**config.mk**
```make
export PLATFORM = sky130hd
export DESIGN_NAME = voice_scheduler
export DESIGN_NICKNAME = d
export VERILOG_FILES = /design/src/rtl/synth_pkg.sv /design/src/rtl/voice_tag_pipe.sv /design/src/rtl/voice_scheduler.sv
export SDC_FILE = /design/constraint.sdc
export NUM_CORES = 1
export LEC_CHECK = 0
export CAP_MARGIN = 0
export CORE_MARGIN = 2
export CORE_UTILIZATION = 25
export DETAILED_ROUTE_END_ITERATION = 12
export PLACE_DENSITY = 0.48
export SLEW_MARGIN = 0
export SYNTH_ARGS = -nofsm -noshare
export SYNTH_HDL_FRONTEND = slang
export SYNTH_SLANG_ARGS = --single-unit
```
**constraint.sdc**
```tcl
create_clock -name clk -period 4.5 [get_ports clk]
set_input_delay 0.9 -clock clk [delete_from_list [all_inputs] [get_ports clk]]
set_output_delay 0.9 -clock clk [all_outputs]
set_load 0.005 [all_outputs]
```
**src/rtl/synth_pkg.sv**
```systemverilog
// Shared synth definitions: sample/phase widths, waveform codes, per-voice
// configuration record and the voice scheduler state encoding.
package synth_pkg;

    localparam int SAMPLE_W      = 16;
    localparam int WT_PHASE_W    = 10;
    localparam int VOICE_PHASE_W = 24;

    localparam logic [3:0] WAVE_SINE   = 4'd0;
    localparam logic [3:0] WAVE_SQUARE = 4'd1;

    typedef struct packed {
        logic [VOICE_PHASE_W-1:0] inc;
        logic [3:0]               wave;
        logic                     gate;
    } voice_cfg_t;

    typedef enum logic [1:0] {
        S_IDLE,
        S_ISSUE,
        S_DRAIN,
        S_OUTPUT
    } sched_state_t;

endpackage

```
**src/rtl/voice_tag_pipe.sv**
```systemverilog
// Delay line carrying {valid, gate} alongside a wavetable lookup so the mix
// accumulator knows which returning samples belong to a sounding voice.
module voice_tag_pipe #(
    parameter int WT_LATENCY = 3
) (
    input  logic clk,
    input  logic reset,
    input  logic vld_in,
    input  logic gate_in,
    output logic vld_out,
    output logic gate_out
);

    logic [WT_LATENCY-1:0] vld_q;
    logic [WT_LATENCY-1:0] gate_q;

    // Valid bits are control and are flushed by reset so an aborted frame leaves nothing in flight.
    always_ff @(posedge clk) begin
        if (reset) begin
            vld_q <= '0;
        end else begin
            vld_q[0] <= vld_in;
            for (int i = 1; i < WT_LATENCY; i++) begin
                vld_q[i] <= vld_q[i-1];
            end
        end
    end

    // Gate bits only matter when qualified by valid, so they shift without reset.
    always_ff @(posedge clk) begin
        gate_q[0] <= gate_in;
        for (int i = 1; i < WT_LATENCY; i++) begin
            gate_q[i] <= gate_q[i-1];
        end
    end

    assign vld_out  = vld_q[WT_LATENCY-1];
    assign gate_out = gate_q[WT_LATENCY-1];

endmodule

```
**src/rtl/voice_scheduler.sv**
```systemverilog
// Walks all voices once per audio tick through the shared wavetable, advances
// gated phase accumulators and emits one saturated 16-bit mix per frame.
module voice_scheduler
    import synth_pkg::*;
#(
    parameter int NUM_VOICES = 8,
    parameter int PHASE_W    = VOICE_PHASE_W,
    parameter int WT_LATENCY = 3
) (
    input  logic                          clk,
    input  logic                          reset,
    input  logic                          sample_tick,
    input  logic                          cfg_we,
    input  logic [$clog2(NUM_VOICES)-1:0] cfg_voice,
    input  logic [PHASE_W-1:0]            cfg_inc,
    input  logic [3:0]                    cfg_wave,
    input  logic                          cfg_gate,
    output logic [WT_PHASE_W-1:0]         wt_phase,
    output logic [3:0]                    wt_wave_select,
    input  logic signed [SAMPLE_W-1:0]    wt_sample,
    output logic signed [SAMPLE_W-1:0]    mix_sample,
    output logic                          mix_valid,
    output logic                          busy,
    output logic                          overrun
);

    localparam int VIDX_W = $clog2(NUM_VOICES);
    localparam int MIX_W  = SAMPLE_W + VIDX_W;
    // wt_phase is registered, so the last lookup reaches the wavetable one
    // cycle after its issue cycle; draining covers that extra cycle too.
    localparam int DRAIN_CYC = WT_LATENCY + 1;
    localparam int DCNT_W    = $clog2(DRAIN_CYC + 1);

    localparam logic signed [MIX_W-1:0] SAT_HI = MIX_W'((1 <<< (SAMPLE_W - 1)) - 1);
    localparam logic signed [MIX_W-1:0] SAT_LO = MIX_W'(-(1 <<< (SAMPLE_W - 1)));

    function automatic logic signed [SAMPLE_W-1:0] sat_mix(input logic signed [MIX_W-1:0] x);
        if (x > SAT_HI) begin
            return SAT_HI[SAMPLE_W-1:0];
        end else if (x < SAT_LO) begin
            return SAT_LO[SAMPLE_W-1:0];
        end else begin
            return x[SAMPLE_W-1:0];
        end
    endfunction

    sched_state_t state, state_nxt;
    logic [VIDX_W-1:0] issue_cnt;
    logic [DCNT_W-1:0] drain_cnt;
    logic issue_en, out_en, tick_accept;

    voice_cfg_t        cfg_q [NUM_VOICES];
    logic [PHASE_W-1:0] acc_q [NUM_VOICES];

    logic tag_vld_p0, tag_gate_p0;
    logic tag_vld_pl, tag_gate_pl;
    logic signed [MIX_W-1:0] mix_acc;

    assign tick_accept = sample_tick && (state == S_IDLE);

    // State register.
    always_ff @(posedge clk) begin
        if (reset) begin
            state <= S_IDLE;
        end else begin
            state <= state_nxt;
        end
    end

    // Next-state: one issue per voice, drain the lookup latency, then publish.
    always_comb begin
        state_nxt = state;
        case (state)
            S_IDLE:   if (sample_tick) state_nxt = S_ISSUE;
            S_ISSUE:  if (issue_cnt == VIDX_W'(NUM_VOICES - 1)) state_nxt = S_DRAIN;
            S_DRAIN:  if (drain_cnt == DCNT_W'(DRAIN_CYC - 1)) state_nxt = S_OUTPUT;
            S_OUTPUT: state_nxt = S_IDLE;
            default:  state_nxt = S_IDLE;
        endcase
    end

    // State-decoded controls.
    always_comb begin
        issue_en = (state == S_ISSUE);
        out_en   = (state == S_OUTPUT);
        busy     = (state != S_IDLE);
    end

    // Issue and drain counters; issue_cnt wraps back to 0 after the last voice.
    always_ff @(posedge clk) begin
        if (reset) begin
            issue_cnt <= '0;
            drain_cnt <= '0;
        end else begin
            if (issue_en) issue_cnt <= issue_cnt + VIDX_W'(1);
            if (state == S_DRAIN) drain_cnt <= drain_cnt + DCNT_W'(1);
            else                  drain_cnt <= '0;
        end
    end

    // Voice config and phase accumulators; a note-on clear overrides the issue advance.
    always_ff @(posedge clk) begin
        if (reset) begin
            for (int v = 0; v < NUM_VOICES; v++) begin
                cfg_q[v] <= '0;
                acc_q[v] <= '0;
            end
        end else begin
            if (issue_en && cfg_q[issue_cnt].gate) begin
                acc_q[issue_cnt] <= acc_q[issue_cnt] + cfg_q[issue_cnt].inc;
            end
            if (cfg_we) begin
                cfg_q[cfg_voice] <= '{inc: cfg_inc, wave: cfg_wave, gate: cfg_gate};
                if (cfg_gate && !cfg_q[cfg_voice].gate) begin
                    acc_q[cfg_voice] <= '0;
                end
            end
        end
    end

    // Present the pre-update phase and wave to the wavetable; tag the lookup.
    always_ff @(posedge clk) begin
        if (reset) begin
            wt_phase       <= '0;
            wt_wave_select <= '0;
            tag_vld_p0     <= 1'b0;
            tag_gate_p0    <= 1'b0;
        end else begin
            tag_vld_p0  <= issue_en;
            tag_gate_p0 <= issue_en && cfg_q[issue_cnt].gate;
            if (issue_en) begin
                wt_phase       <= acc_q[issue_cnt][PHASE_W-1 -: WT_PHASE_W];
                wt_wave_select <= cfg_q[issue_cnt].wave;
            end
        end
    end

    voice_tag_pipe #(
        .WT_LATENCY (WT_LATENCY)
    ) u_tag_pipe (
        .clk      (clk),
        .reset    (reset),
        .vld_in   (tag_vld_p0),
        .gate_in  (tag_gate_p0),
        .vld_out  (tag_vld_pl),
        .gate_out (tag_gate_pl)
    );

    // Mix accumulation, saturated publish and sticky overrun flag.
    always_ff @(posedge clk) begin
        if (reset) begin
            mix_acc    <= '0;
            mix_sample <= '0;
            mix_valid  <= 1'b0;
            overrun    <= 1'b0;
        end else begin
            mix_valid <= out_en;
            if (sample_tick && busy) overrun <= 1'b1;
            if (tick_accept) begin
                mix_acc <= '0;
            end else if (tag_vld_pl && tag_gate_pl) begin
                mix_acc <= mix_acc + MIX_W'(wt_sample);
            end
            if (out_en) mix_sample <= sat_mix(mix_acc);
        end
    end

endmodule

```
## After elaboration in Yosys (flattened, before gate mapping)

Memory sizes are Yosys's and may differ from the RTL's. A register that Yosys moved wholly into a read port is not among the register bits.
Index checks and enable logic that the tools add are counted.

| storage, ports and cells | value |
|---|---|
| input bits | 52 |
| memory bits (writable) | 424 |
| word-level logic and storage cells | 75 |
| flip-flop bits (word level) | 67 |
| output and inout bits | 33 |
| memories | 2 |
| memory bits (read-only) | 0 |
| bits in latches | 0 |

| operators by class | value |
|---|---|
| shift-type cells | 0 |
| $add $sub $neg | 4 |
| divide/modulo/power cells | 0 |
| multipliers | 0 |
| bitwise operators | 1 |
| reductions and logical operators | 14 |
| mux-type cells | 31 |
| equal/unequal tests | 8 |
| magnitude comparators | 2 |

Memory list:

| name | words | bits a word | rd ports | clocked after memory_dff | wr ports | RTL line | source |
|---|---|---|---|---|---|---|---|
| cfg_q | 8 | 29 | 2 | 1 | 8 | voice_scheduler.sv:52 | `voice_cfg_t cfg_q [NUM_VOICES];` |
| acc_q | 8 | 24 | 1 | 1 | 8 | voice_scheduler.sv:53 | `logic [PHASE_W-1:0] acc_q [NUM_VOICES];` |

Operators by type and width:

| operator | number |
|---|---|
| $mux 24 | 2 |
| $reduce_or 24->1 | 2 |
| $mux 16 | 2 |
| $mux 29 | 1 |
| $reduce_or 29->1 | 1 |
| $add 24x24->24 | 1 |
| $mux 3 | 7 |
| $add 19x16->19 | 1 |
| $gt 19x16->1 const B | 1 |
| $lt 19x16->1 const B | 1 |
| $mux 1 | 15 |
| $pmux 2 s4 | 1 |
| $add 3x1->3 const B | 2 |
| $mux 2 | 3 |
| $logic_and 1x1->1 | 5 |
| $eq 2x2->1 const B | 2 |
| $ne 2x2->1 const B | 2 |
| $reduce_or 2->1 | 2 |
| $eq 3x2->1 const B | 1 |
| $eq 3x3->1 const B | 1 |
| $reduce_and 3->1 | 1 |
| $eq 2x1->1 const B | 1 |
| $logic_not 2->1 | 1 |
| $ne 2x1->1 const B | 1 |
| 3 further kinds | 3 |

## Logic depth before layout (Yosys ltp)

Gate-level depths: netlist (run 1).
An unclocked memory read counts as a cell.

| logic depth | value |
|---|---|
| word-level depth | 9 |
| mapped depth | 16 |
| gate-level depth less buffers | 12 |

## Cells and area by module

A second synthesis (run 1) with hierarchy kept.

| second synthesis, totals | value |
|---|---|
| cells, all modules | 1,958 |
| area, all modules | 22,801.9 µm² |

By module, submodules not included:

| module | times used | area each (µm²) | seq. area each (µm²) | cells each |
|---|---|---|---|---|
| voice_scheduler | 1 | 22,663.0 | 12,091.6 | 1,949 |
| voice_tag_pipe | 1 | 138.9 | 120.1 | 9 |

## Worst setup path after synthesis (run 1)

No wires, ideal clock.

| timing path | value |
|---|---|
| path kind | register -> register |
| from | register with a tool-made name |
| to | memory acc_q[0][20] in the netlist's numbering |
| clock period less this slack | 3.945 ns |
| data required time | 4.440 ns |
| cell stages (with the launch flop) | 15 |
| setup slack | 0.555 ns |
| setup time | 0.060 ns |
| data arrival time | 3.885 ns |
| buffers on the path | 5 |
| cells stage by stage | dfxtp_1 > buf_6 > buf_2 > buf_2 > buf_2 > mux4_2 > mux2_2 > ha_1 > clkbuf_2 > a21oi_1 > o21ai_0 > a2111oi_0 > o32ai_2 > xor2_1 > a22o_1 |

RTL lines:

| item | RTL line |
|---|---|
| end: declaration | voice_scheduler.sv:53 |

==> impl_metrics.env, run 1 <==
export IMPL_status="complete, no violations"
export IMPL_drt_iter0_markers=1298
export IMPL_cp_data_required_time_ps=5080
export IMPL_clock_tree_buffer_depth=3
export IMPL_min_period_ps=4220
export IMPL_syn_nets=2093
export IMPL_fin_crit_sh=0.937
export IMPL_final_common_cell="dfxtp_1"
export IMPL_first_global_vias=16500
export IMPL_grt_usage=0.144
export IMPL_yosys_warnings=0
export IMPL_power_switching_mw=4.17
export IMPL_rows=112
export IMPL_highest_layer="met4"
export IMPL_worstMarginPinSlew_ps=1010
export IMPL_leakage_nw=10.0
export IMPL_path_class="reg2reg"
export IMPL_post_cts_buffers=0
export IMPL_p_sw_frac=0.315
export IMPL_cts_repair_resized=0
export IMPL_syn_area_sq_um=23400
export IMPL_slew_headroom=0.322
export IMPL_synth_cells=1990
export IMPL_cts_made_buffers=55
export IMPL_end_kind="register"
export IMPL_maxCapViolations=0
export IMPL_ys_types=79
export IMPL_p_total_mw=13.2
export IMPL_grt_setup_unrepaired="false"
export IMPL_wl_microns=69600
export IMPL_met1_length_microns=30600
export IMPL_die_y_microns=310
export IMPL_cp_data_arrival_time_ps=4800
export IMPL_irDropWorstVdd_v=0.000356
export IMPL_htree_num_levels=2
export IMPL_viasPerCell=4.86
export IMPL_hold_path_class="reg2reg"
export IMPL_clk_pin_slew_ps=60
export IMPL_crit_fanout=43
export IMPL_drcViolationCount=0
export IMPL_power_density_nw_per_um2=477
export IMPL_dr_wl_met3_microns=4030
export IMPL_hold_viol=0
export IMPL_initial_core_util=0.251
export IMPL_clock_sinks=494
export IMPL_synthArstFlopShare=0
export IMPL_clk_latency_ps=650
export IMPL_startpoint_type="register"
export IMPL_tns_ps=0
export IMPL_synth_seq_cells=494
export IMPL_layout_common_cells="dfxtp_1 (259), and2_1 (235), edfxtp_1 (232)"
export IMPL_fp_dieW_microns=310
export IMPL_final_cells=3361
export IMPL_io_pins=85
export IMPL_p_seq_frac=0.386
export IMPL_place_area_sq_um=25900
export IMPL_dr_total_vias=16300
export IMPL_route_met2_wl_microns=32800
export IMPL_final_nets=2165
export IMPL_fmax_mhz=237
export IMPL_hpwl_microns=43100
export IMPL_cts_tree="built"
export IMPL_die_area_sq_um=96000
export IMPL_clockRootBuffer="clkbuf_16"
export IMPL_synth_seq_area_share=0.522
export IMPL_first_pass_iters=6
export IMPL_cts_hold_buf=0
export IMPL_power_frac_comb=0.266
export IMPL_finalMaxSlewViolations=0
export IMPL_power_internal_mw=9.05
export IMPL_grt_max_degree=92
export IMPL_ant_nets=0
export IMPL_synth_flop_cell="dfxtp_1"
export IMPL_post_drt_wl_per_cell_microns=20.7
export IMPL_rrSetupSlack_ps=280
export IMPL_fp_coreArea_sq_um=93000
export IMPL_clock_power_share=0.348
export IMPL_fin_worst_skew_ps=53.9
export IMPL_finalInstanceArea_sq_um=27700
export IMPL_gp_congestion=0.842
export IMPL_grt_pass1_wl_microns=105000
export IMPL_diodes=0
export IMPL_drive_above_1_share=0.175
export IMPL_port_buffers=84
export IMPL_synth_edf_count=232
export IMPL_antenna_found_initial=0
export IMPL_grt_overflow=0
export IMPL_setup_viol=0
export IMPL_avgSynthCellArea_sq_um=11.8
export IMPL_area_delta_synth_final_pct=18.7
export IMPL_dp_cells=3259
synthesized netlist by cell type, drive strengths merged (8+ instances only):
cell,count,area (sq um)
mux2i,24,253
mux4,106,2390
dfxtp,262,5250
nor3,31,255
a31oi,16,100
o22ai,10,62.6
inv,29,109
nand2,64,240
and3,72,450
nor2b,9,56.3
or3,8,50.1
nand3,23,115
a22o,80,701
and2,236,1480
edfxtp,232,6970
buf,46,249
clkbuf,86,325
o21ai,44,220
a211oi,11,87.6
a21o,9,67.6
ha,49,613
nand4,10,62.6
mux2,46,518
xnor2,17,164
nor2,179,697
nor3b,27,238
nand2b,26,178
a21oi,163,820
xor2,15,131
path summary, 6_finish.rpt:
path	startpoint	endpoint	depth (start not counted)
setup / recovery	register	acc_q[0][15]$_SDFFE_PP0P_	12
hold / removal	u_tag_pipe.gate_q[1]$_DFF_P_	u_tag_pipe.gate_q[2]$_DFF_P_	0
setup reg to reg	register	acc_q[0][15]$_SDFFE_PP0P_	12
hold reg to reg	u_tag_pipe.gate_q[1]$_DFF_P_	u_tag_pipe.gate_q[2]$_DFF_P_	0
flip-flops by register name (all words and copies together), names as in the netlist, 3 cells and up, named ones only:
name               cells
acc_q                192
mix_sample            16
u_tag_pipe.vld_q       3
u_tag_pipe.gate_q      3
mix_acc               19
drain_cnt              3
wt_phase              10
issue_cnt              3
wt_wave_select         4
cfg_q                232
layer usage:
layer	track usage	up-vias
li1	-	7489
met4	0.0459	0
met1	0.191	8163
met3	0.0225	137
met2	0.239	556
met5	0	-
power by group through the flow:
stage               Clock (mW)  Combinational [mW]  Sequential (mW)
floorplan                    0                2.40             5.13
global placement             0                3.50             5.19
detailed placement           0                3.53             5.20
CTS                       4.73                3.54             5.10
global route              4.91                3.80             5.13
finish                    4.61                3.52             5.10
cells by family (layout without fill, tap and decap cells):
group,count (synthesis),after routing,synth area share
AO/OA/AOI/OAI,375,375,0.104
XOR/XNOR,32,32,0.0126
adder cells (fa/ha/maj),51,51,0.0279
buffers and inverters,161,278,0.0292
flip-flops,494,494,0.522
multiplexers,176,176,0.135
AND/OR/NAND/NOR,701,701,0.169
area by class of cell:
class,instances,area [sq um]
fillers,9555,65300
flip-flops and latches,494,12200
multi-input cells,1335,10600
well taps,1254,1570
clock buffers,72,1490
repair buffers,147,1370
clock inverters,30,348
inverters,29,109
critical path, cell delays in order (launching register included):
cell and delay, ps:
dfxtp_4 410, buf_12 330, mux4_2 560, mux2_2 320, ha_1 430, a21oi_1 120, o21ai_0 510, nor2_1 140
o31ai_2 90, buf_4 190, a21oi_1 120, xnor2_1 630, a22o_1 260
per-stage QoR:
stage / setup slack, ps / hold WS [ps] / utilization
after floorplan: 555 / 310 / -
after global placement: 379 / 311 / 0.278
after detailed placement: 314 / 313 / 0.278
after CTS: 331 / 324 / 0.298
after global routing: 73.5 / 328 / 0.298
final: 283 / 321 / 0.298
(Power assumes the default switching activity.)
==> run 2, diff against run 1 <==
CAP_MARGIN = not set   (was 0)
CORE_UTILIZATION = 60   (was 25)
PLACE_DENSITY = 0.88   (was 0.48)
==> impl_metrics.env, run 2 (synthesized netlist as in run 1, its figures left out) <==
export IMPL_power_internal_mw=8.84
export IMPL_final_cells=2603
export IMPL_first_global_vias=17500
export IMPL_power_density_nw_per_um2=480
export IMPL_min_period_ps=4210
export IMPL_clock_power_share=0.335
export IMPL_hold_path_class="reg2reg"
export IMPL_viasPerCell=6.51
export IMPL_fin_crit_sh=0.935
export IMPL_area_delta_synth_final_pct=13.6
export IMPL_die_area_sq_um=40600
export IMPL_fp_coreArea_sq_um=38600
export IMPL_post_cts_buffers=0
export IMPL_wl_microns=61200
export IMPL_cp_top_family="compound AO/OA/AOI/OAI gates"
export IMPL_cts_hold_buf=0
export IMPL_reg_top3="cfg_q: 232 flops, acc_q: 192 flops, mix_acc: 19 flops"
export IMPL_fin_worst_skew_ps=16.7
export IMPL_maxCapViolations=0
export IMPL_path_depth=11
export IMPL_die_y_microns=201
export IMPL_worstMarginPinSlew_ps=999
export IMPL_slew_headroom=0.334
export IMPL_post_drt_wl_per_cell_microns=23.5
export IMPL_largest_reg_flops=232
export IMPL_cp_data_arrival_time_ps=4750
export IMPL_path_class="reg2reg"
export IMPL_clk_pin_slew_ps=70
export IMPL_io_pins=85
export IMPL_startpoint_type="register"
export IMPL_gp_congestion=0.934
export IMPL_power_frac_comb=0.263
export IMPL_final_common_cell="dfxtp_1"
export IMPL_ant_nets=0
export IMPL_drive_above_1_share=0.170
export IMPL_rows=72
export IMPL_grt_setup_unrepaired="false"
export IMPL_cts_repair_resized=0
export IMPL_finalMaxSlewViolations=0
export IMPL_cts_tree="built"
export IMPL_rr_worst_depth=11
export IMPL_clock_tree_buffer_depth=3
export IMPL_grt_pass1_wl_microns=95500
export IMPL_crit_fanout=21
export IMPL_grt_max_degree=83
export IMPL_end_kind="register"
export IMPL_crit_path_top_delay_cell="xnor2_1"
export IMPL_clk_latency_ps=600
export IMPL_p_seq_frac=0.402
export IMPL_htree_num_levels=2
export IMPL_irDropWorstVdd_v=0.000373
export IMPL_grt_overflow=0
export IMPL_hold_viol=0
export IMPL_first_pass_iters=6
export IMPL_cp_data_required_time_ps=5040
export IMPL_worstPathCellList="buf_12 > mux4_2 > mux2_2 > ha_1 > o21ai_0 > a21oi_1 > o21ai_1 > a211oi_1 > nor2_1 > xnor2_1 > a22o_1"
export IMPL_leakage_nw=9.93
export IMPL_clockRootBuffer="clkbuf_16"
export IMPL_path_buf_inv=1
export IMPL_layout_common_cells="dfxtp_1 (259), and2_1 (235), edfxtp_1 (232)"
export IMPL_drt_iter0_markers=1894
export IMPL_status="complete, no violations"
export IMPL_fp_dieW_microns=201
export IMPL_fmax_mhz=238
export IMPL_dr_total_vias=17000
export IMPL_port_buffers=84
export IMPL_p_sw_frac=0.308
export IMPL_hpwl_microns=37800
export IMPL_final_core_util=0.689
export IMPL_cts_made_buffers=50
export IMPL_hold_depth=0
export IMPL_dp_cells=2509
export IMPL_power_switching_mw=3.92
export IMPL_final_nets=2146
export IMPL_drcViolationCount=0
export IMPL_setup_viol=0
export IMPL_regMostFlops="cfg_q"
export IMPL_clock_sinks=494
export IMPL_cpPeakStageDelay_ps=680
export IMPL_initial_core_util=0.607
export IMPL_tns_ps=0
export IMPL_grt_usage=0.301
export IMPL_antenna_found_initial=0
[run 2: cell types whose count changed in the layout (fill, tap and decap cells not counted), sizes merged]
cell and delta:
buf -14, clkbuf -4, clkinv -2, clkinvlp -2, diode +1, inv -1
[run 2: path summary, 6_finish.rpt]
path                                 from                      endpoint  slack, ps
min reg2reg  u_tag_pipe.gate_q[1]$_DFF_P_  u_tag_pipe.gate_q[2]$_DFF_P_        330
max                              register     acc_q[5][14]$_SDFFE_PP0P_        290
min          u_tag_pipe.gate_q[1]$_DFF_P_  u_tag_pipe.gate_q[2]$_DFF_P_        330
max reg2reg                      register     acc_q[5][14]$_SDFFE_PP0P_        290
[run 2: final cells by class]
class	count	area (sq um)
flip-flops and latches	494	12200
fillers	2608	12000
multi-input cells	1335	10600
clock buffers	68	1400
repair buffers	133	1280
well taps	518	648
clock inverters	25	285
inverters	29	109
diodes	1	2.50
[run 2: stage by stage]
stage | power [mW] | worst slack, ps | hold WS (ps) | instance area [sq um]
after floorplan | 7.53 | 555 | 310 | 23400
after global placement | 8.38 | 547 | 311 | 24900
after detailed placement | 8.50 | 455 | 314 | 24900
after CTS | 12.7 | 419 | 330 | 26600
after global routing | 13.2 | 182 | 333 | 26600
final | 12.8 | 291 | 329 | 26600
[run 2: power groups by stage]
stage               combinational (mW)  sequential (mW)  clock [mW]
detailed placement                3.28             5.23           0
CTS                               3.30             5.14        4.29
global route                      3.58             5.16        4.48
finish                            3.35             5.14        4.27
floorplan                         2.40             5.13           0
global placement                  3.18             5.20           0
[run 2: metal layers]
layer	track usage	part of all wire	vias to the layer above
met3	0.0560	0.10	218
met2	0.516	0.50	1042
li1	-	-	7431
met1	0.372	0.36	8259
met4	0.139	0.041	0
met5	0	0	-
